$ cat config.mk
export PLATFORM = sky130hd
export DESIGN_NAME = fft_shift_buf
export DESIGN_NICKNAME = d
export VERILOG_FILES = /design/src/rtl/fft_shift_buf.sv
export SDC_FILE = /design/constraint.sdc
export NUM_CORES = 2
export LEC_CHECK = 0
export ABC_CLOCK_PERIOD_IN_PS = 13700
export CORE_MARGIN = 4
export CORE_UTILIZATION = 56
export CTS_BUF_LIST = sky130_fd_sc_hd__clkbuf_4 sky130_fd_sc_hd__clkbuf_8
export CTS_CLUSTER_SIZE = 16
export DETAILED_ROUTE_END_ITERATION = 10
export PLACE_DENSITY = 0.84
export SLEW_MARGIN = 5
export SYNTH_ARGS = -nofsm -noshare
export SYNTH_HDL_FRONTEND = slang
export SYNTH_SLANG_ARGS = --single-unit
$ cat constraint.sdc
create_clock -name clk -period 13.7 [get_ports clk]
set_input_delay 2.055 -clock clk [delete_from_list [all_inputs] [get_ports clk]]
set_output_delay 2.055 -clock clk [all_outputs]
set_load 0.005 [all_outputs]
$ cat src/rtl/fft_shift_buf.sv
// rtl/fft_shift_buf.sv - first-half capture and replay buffer pairing operands for a radix-2 butterfly
module fft_shift_buf #(
    parameter int WIDTH      = 9,
    parameter int DATA_WIDTH = 16,
    parameter int DEPTH      = 4
) (
    input  logic                    clk,
    input  logic                    rstn,
    input  logic                    clr,
    input  logic                    din_valid,
    input  logic signed [WIDTH-1:0] din_re            [0:DATA_WIDTH-1],
    input  logic signed [WIDTH-1:0] din_im            [0:DATA_WIDTH-1],
    output logic                    dout_valid,
    output logic signed [WIDTH-1:0] dout_re           [0:DATA_WIDTH-1],
    output logic signed [WIDTH-1:0] dout_im           [0:DATA_WIDTH-1],
    output logic signed [WIDTH-1:0] dout_shift_reg_re [0:DATA_WIDTH-1],
    output logic signed [WIDTH-1:0] dout_shift_reg_im [0:DATA_WIDTH-1],
    output logic                    dout_first,
    output logic                    dout_last,
    output logic                    busy
);

    localparam int CW = $clog2(DEPTH);
    localparam logic [CW-1:0] CNT_LAST = CW'(DEPTH - 1);

    typedef enum logic {FILL = 1'b0, PAIR = 1'b1} state_t;

    state_t        state;
    logic [CW-1:0] cnt;

    // First-half storage; never reset, every entry is rewritten before it is read
    logic signed [WIDTH-1:0] buf_re [0:DEPTH-1][0:DATA_WIDTH-1];
    logic signed [WIDTH-1:0] buf_im [0:DEPTH-1][0:DATA_WIDTH-1];

    // Capture first-half vectors; writes only happen in FILL so PAIR reads never collide
    always_ff @(posedge clk) begin
        if (rstn && !clr && din_valid && state == FILL) begin
            buf_re[cnt] <= din_re;
            buf_im[cnt] <= din_im;
        end
    end

    // Fill/pair sequencing with registered pair outputs and block flags
    always_ff @(posedge clk) begin
        if (!rstn) begin
            state      <= FILL;
            cnt        <= '0;
            dout_valid <= 1'b0;
            dout_first <= 1'b0;
            dout_last  <= 1'b0;
            busy       <= 1'b0;
            for (int i = 0; i < DATA_WIDTH; i++) begin
                dout_re[i]           <= '0;
                dout_im[i]           <= '0;
                dout_shift_reg_re[i] <= '0;
                dout_shift_reg_im[i] <= '0;
            end
        end else if (clr) begin
            state      <= FILL;
            cnt        <= '0;
            dout_valid <= 1'b0;
            dout_first <= 1'b0;
            dout_last  <= 1'b0;
            busy       <= 1'b0;
        end else begin
            dout_valid <= 1'b0;
            dout_first <= 1'b0;
            dout_last  <= 1'b0;
            if (din_valid) begin
                case (state)
                    FILL: begin
                        // any accepted first-half vector leaves a block partially received
                        busy <= 1'b1;
                        if (cnt == CNT_LAST) begin
                            cnt   <= '0;
                            state <= PAIR;
                        end else begin
                            cnt <= cnt + 1'b1;
                        end
                    end
                    PAIR: begin
                        dout_re           <= din_re;
                        dout_im           <= din_im;
                        dout_shift_reg_re <= buf_re[cnt];
                        dout_shift_reg_im <= buf_im[cnt];
                        dout_valid        <= 1'b1;
                        dout_first        <= (cnt == '0);
                        dout_last         <= (cnt == CNT_LAST);
                        if (cnt == CNT_LAST) begin
                            cnt   <= '0;
                            state <= FILL;
                            busy  <= 1'b0;
                        end else begin
                            cnt  <= cnt + 1'b1;
                            busy <= 1'b1;
                        end
                    end
                    default: begin
                        state <= FILL;
                        cnt   <= '0;
                        busy  <= 1'b0;
                    end
                endcase
            end
        end
    end

endmodule

==> metrics.txt <==
Final Routed Wirelength 156000 µm; Fillers 6685; mean cell area of the mapped netlist 15.4 µm²; synthesis-to-finish area growth 24.1%; clock transition time at the flip-flop clock pins of the worst setup and hold paths 60 ps; termination of the worst setup path dout_im[17]; worst-case clock buffer depth 4; total of warnings raised by yosys 0; utilization after layout 0.700; switching share of power 0.205; final instance area 77400 µm²; ratio of cells with drive above 1 in the final layout 0.151; CORE AREA 111000 µm²; standard-cell rows 122; die width 342 µm; most frequent cells in the layout 1152 x nand2_1, 1152 x edfxtp_1, 870 x clkdlybuf4s50_1; weighted congestion at the end of routability-driven global placement 0.807; number of gates resized after CTS 0; overall fraction of global-route tracks in use 0.263; leakage 26.2 nW; worst skew pair latency 950 ps; worst min-delay path category register to register; FF/Latch Area 46300 µm²; startpoint of the worst register-to-register path cnt[0]; count of clock tree sinks roughly 1700; final critical path time including I/O delays and setup between 5000 and 6000 ps; ratio of routed vias to standard cells 5.64; Hold Worst Slack 451 ps; part of the total power dissipated in the clock network 0.421; crit path DAT 5870 ps; number of enable flip-flop cells after synthesis 1152; Psw 2.12 mW; vias in the first global route just under 40000; slew at the pin closest to its max-slew limit between 1000 and 1500 ps; area of the die 117000 µm²; worst path required time 14510 ps; overall power of the completed layout 10.3 mW; first-pass GRT wire length about 230000 µm; # Max-Cap Violations 0; setup repair after global routing missed its margin no; remaining max-slew budget at the tightest pin 0.234; flip-flop and latch count after synthesis 1735; CTS H-tree lvls 5; Crit Path Category input pin to register; initial core utilization 0.564; vertical extent of the die 342 µm; terminus of the critical flop-to-flop path dout_shift_reg_im[92]; wire length per cell after detailed routing ~23 µm; maximum clock rate roughly 0.20 GHz; post-synthesis instance area 62400 µm²; run status finished, final reports clean; total clock buffers created by CTS 285; remaining antenna violation count 0; Max rail drop VDD 96.9 µV; post-synthesis cell count 4037; total setup buffers inserted after CTS 0; number of buffers inserted by hold repair at cts 0; post-detailed-placement half-perimeter wirelength 96400 µm; CTS tree built; crit path capture type register; post-route DRC violation count 0; multi-input logic area 14600 µm²; largest net degree at the start of global routing approximately 190; overall overflow remaining after global route 0; sequential group share of total power 0.546; clk root buf clkbuf_8; share of synthesized flip-flops with an asynchronous set or reset 0; Seq/Total Area, Yosys 0.742; Internal Power 8.19 mW; DP Area 71900 µm²; number of setup violations in the final report 0; number of distinct standard cells referenced by the synthesized netlist 26; syn_nets 4334; number of iterations in the first detailed-routing pass 6; violation count after the first detailed-routing iteration 3240; final-report hold violation count 0; total power divided by cell area 133 nW/µm²; # nets final 5269; number of antenna violations at the first check in global routing 9; launching instance or port of the critical path din_valid; Reg2Reg Setup Slack 9250 ps; most used flip-flop cell after synthesis edfxtp_1; period utilisation layout 0.369; critical path fanouts, max 98; startpoint type of the worst setup path input pin; number of pins exceeding their max-slew limit in the final report 0; part of the total power dissipated in combinational logic 0.033; number of buffer cells added on primary ports 871; I/O pin cnt 872; total number of vias approximately 38000; worst reg-to-reg path cell count 6; setup TNS 0 ps; Clock Skew roughly 60 ps
==> sequential cells by signal (all words and copies together) (netlist names) <==
name,flops
buf_im,576
buf_re,576
busy,1
cnt,2
dout_first,1
dout_im,144
dout_last,1
dout_re,144
dout_shift_reg_im,144
dout_shift_reg_re,144
dout_valid,1
state,1
==> synth_stat cells, types with 2 or more instances <==
cell type / n / area [µm²]
and2_1: 6 / 37.5
buf_1: 13 / 48.8
clkbuf_1: 94 / 353
buf_2: 83 / 415
nand2_1: 1152 / 4320
edfxtp_1: 1152 / 34600
dfxtp_1: 583 / 11700
buf_6: 31 / 349
nand3_1: 288 / 1440
a21boi_1: 218 / 1640
mux4_2: 287 / 6460
buf_12: 2 / 40.0
inv_1: 2 / 7.51
a21boi_0: 70 / 526
buf_4: 35 / 263
mux2i_1: 3 / 30.0
nor2_1: 5 / 18.8
ha_1: 5 / 62.6
==> worst min path at each step <==
stage | cells past startpoint | endpoint | startpoint | slack (ps)
final | 2 | dout_shift_reg_re[113] | dout_shift_reg_re[113] | 450
after global placement | 2 | dout_im[123] | dout_im[123] | 440
after detailed placement | 2 | dout_shift_reg_re[113] | dout_shift_reg_re[113] | 440
after floorplan | 2 | dout_shift_reg_re[81] | dout_shift_reg_re[81] | 450
after global routing | 2 | dout_re[55] | dout_re[55] | 470
after CTS | 2 | dout_im[59] | dout_im[59] | 450
==> critical path, stage by stage <==
cell and delay [ps]:
clkdlybuf4s50_1 600, nand3b_1 220, buf_4 660, buf_4 750, buf_4 940, nand2_1 140
a21boi_0 230
==> metal layers <==
metal  vias to the layer above  track usage  share of wire
met1                     18839        0.321           0.36
met3                       408       0.0719          0.091
li1                      16629            -              -
met5                         -            0       0.000084
met4                         2        0.136          0.051
met2                      1813        0.432           0.50
==> logic make-up (layout without fill, tap and decap cells) <==
family / Yosys count / in the layout / share of synthesized area
and+or+nand+nor: 1456 / 1456 / 0.0940
buffers and inverters: 261 / 1407 / 0.0239
adders and majority gates: 5 / 5 / 0.00100
muxes: 291 / 291 / 0.105
AOI/OAI and AO/OA: 289 / 289 / 0.0348
DFF: 1735 / 1735 / 0.742
other: 0 / 8 / 0
==> cell type report <==
class	instances	share of cell area
clock inverters	77	0.00493
repair buffers	907	0.118
inverters	2	0.0000970
well taps	1488	0.0240
flip-flops and latches	1735	0.598
multi-input cells	2041	0.189
clock buffers	421	0.0662
diodes	8	0.000259
==> power by group through the flow <==
stage / registers, mW / logic [mW] / clock network (mW)
3_5_place_dp: 5.74 / 0.336 / 0
2_1_floorplan: 5.74 / 0.159 / 0
5_1_grt: 5.63 / 0.356 / 4.67
4_1_cts: 5.63 / 0.339 / 4.41
6_report: 5.63 / 0.336 / 4.34
3_3_place_gp: 5.73 / 0.331 / 0
==> through the flow <==
stage / setup WS (ps) / std cells
3_5_place_dp: 7840 / 6173
3_3_place_gp: 7980 / 6173
5_1_grt: 8520 / 6678
4_1_cts: 8820 / 6671
2_1_floorplan: 3830 / 4037
6_report: 8640 / 6679
(Power assumes the default switching activity.)
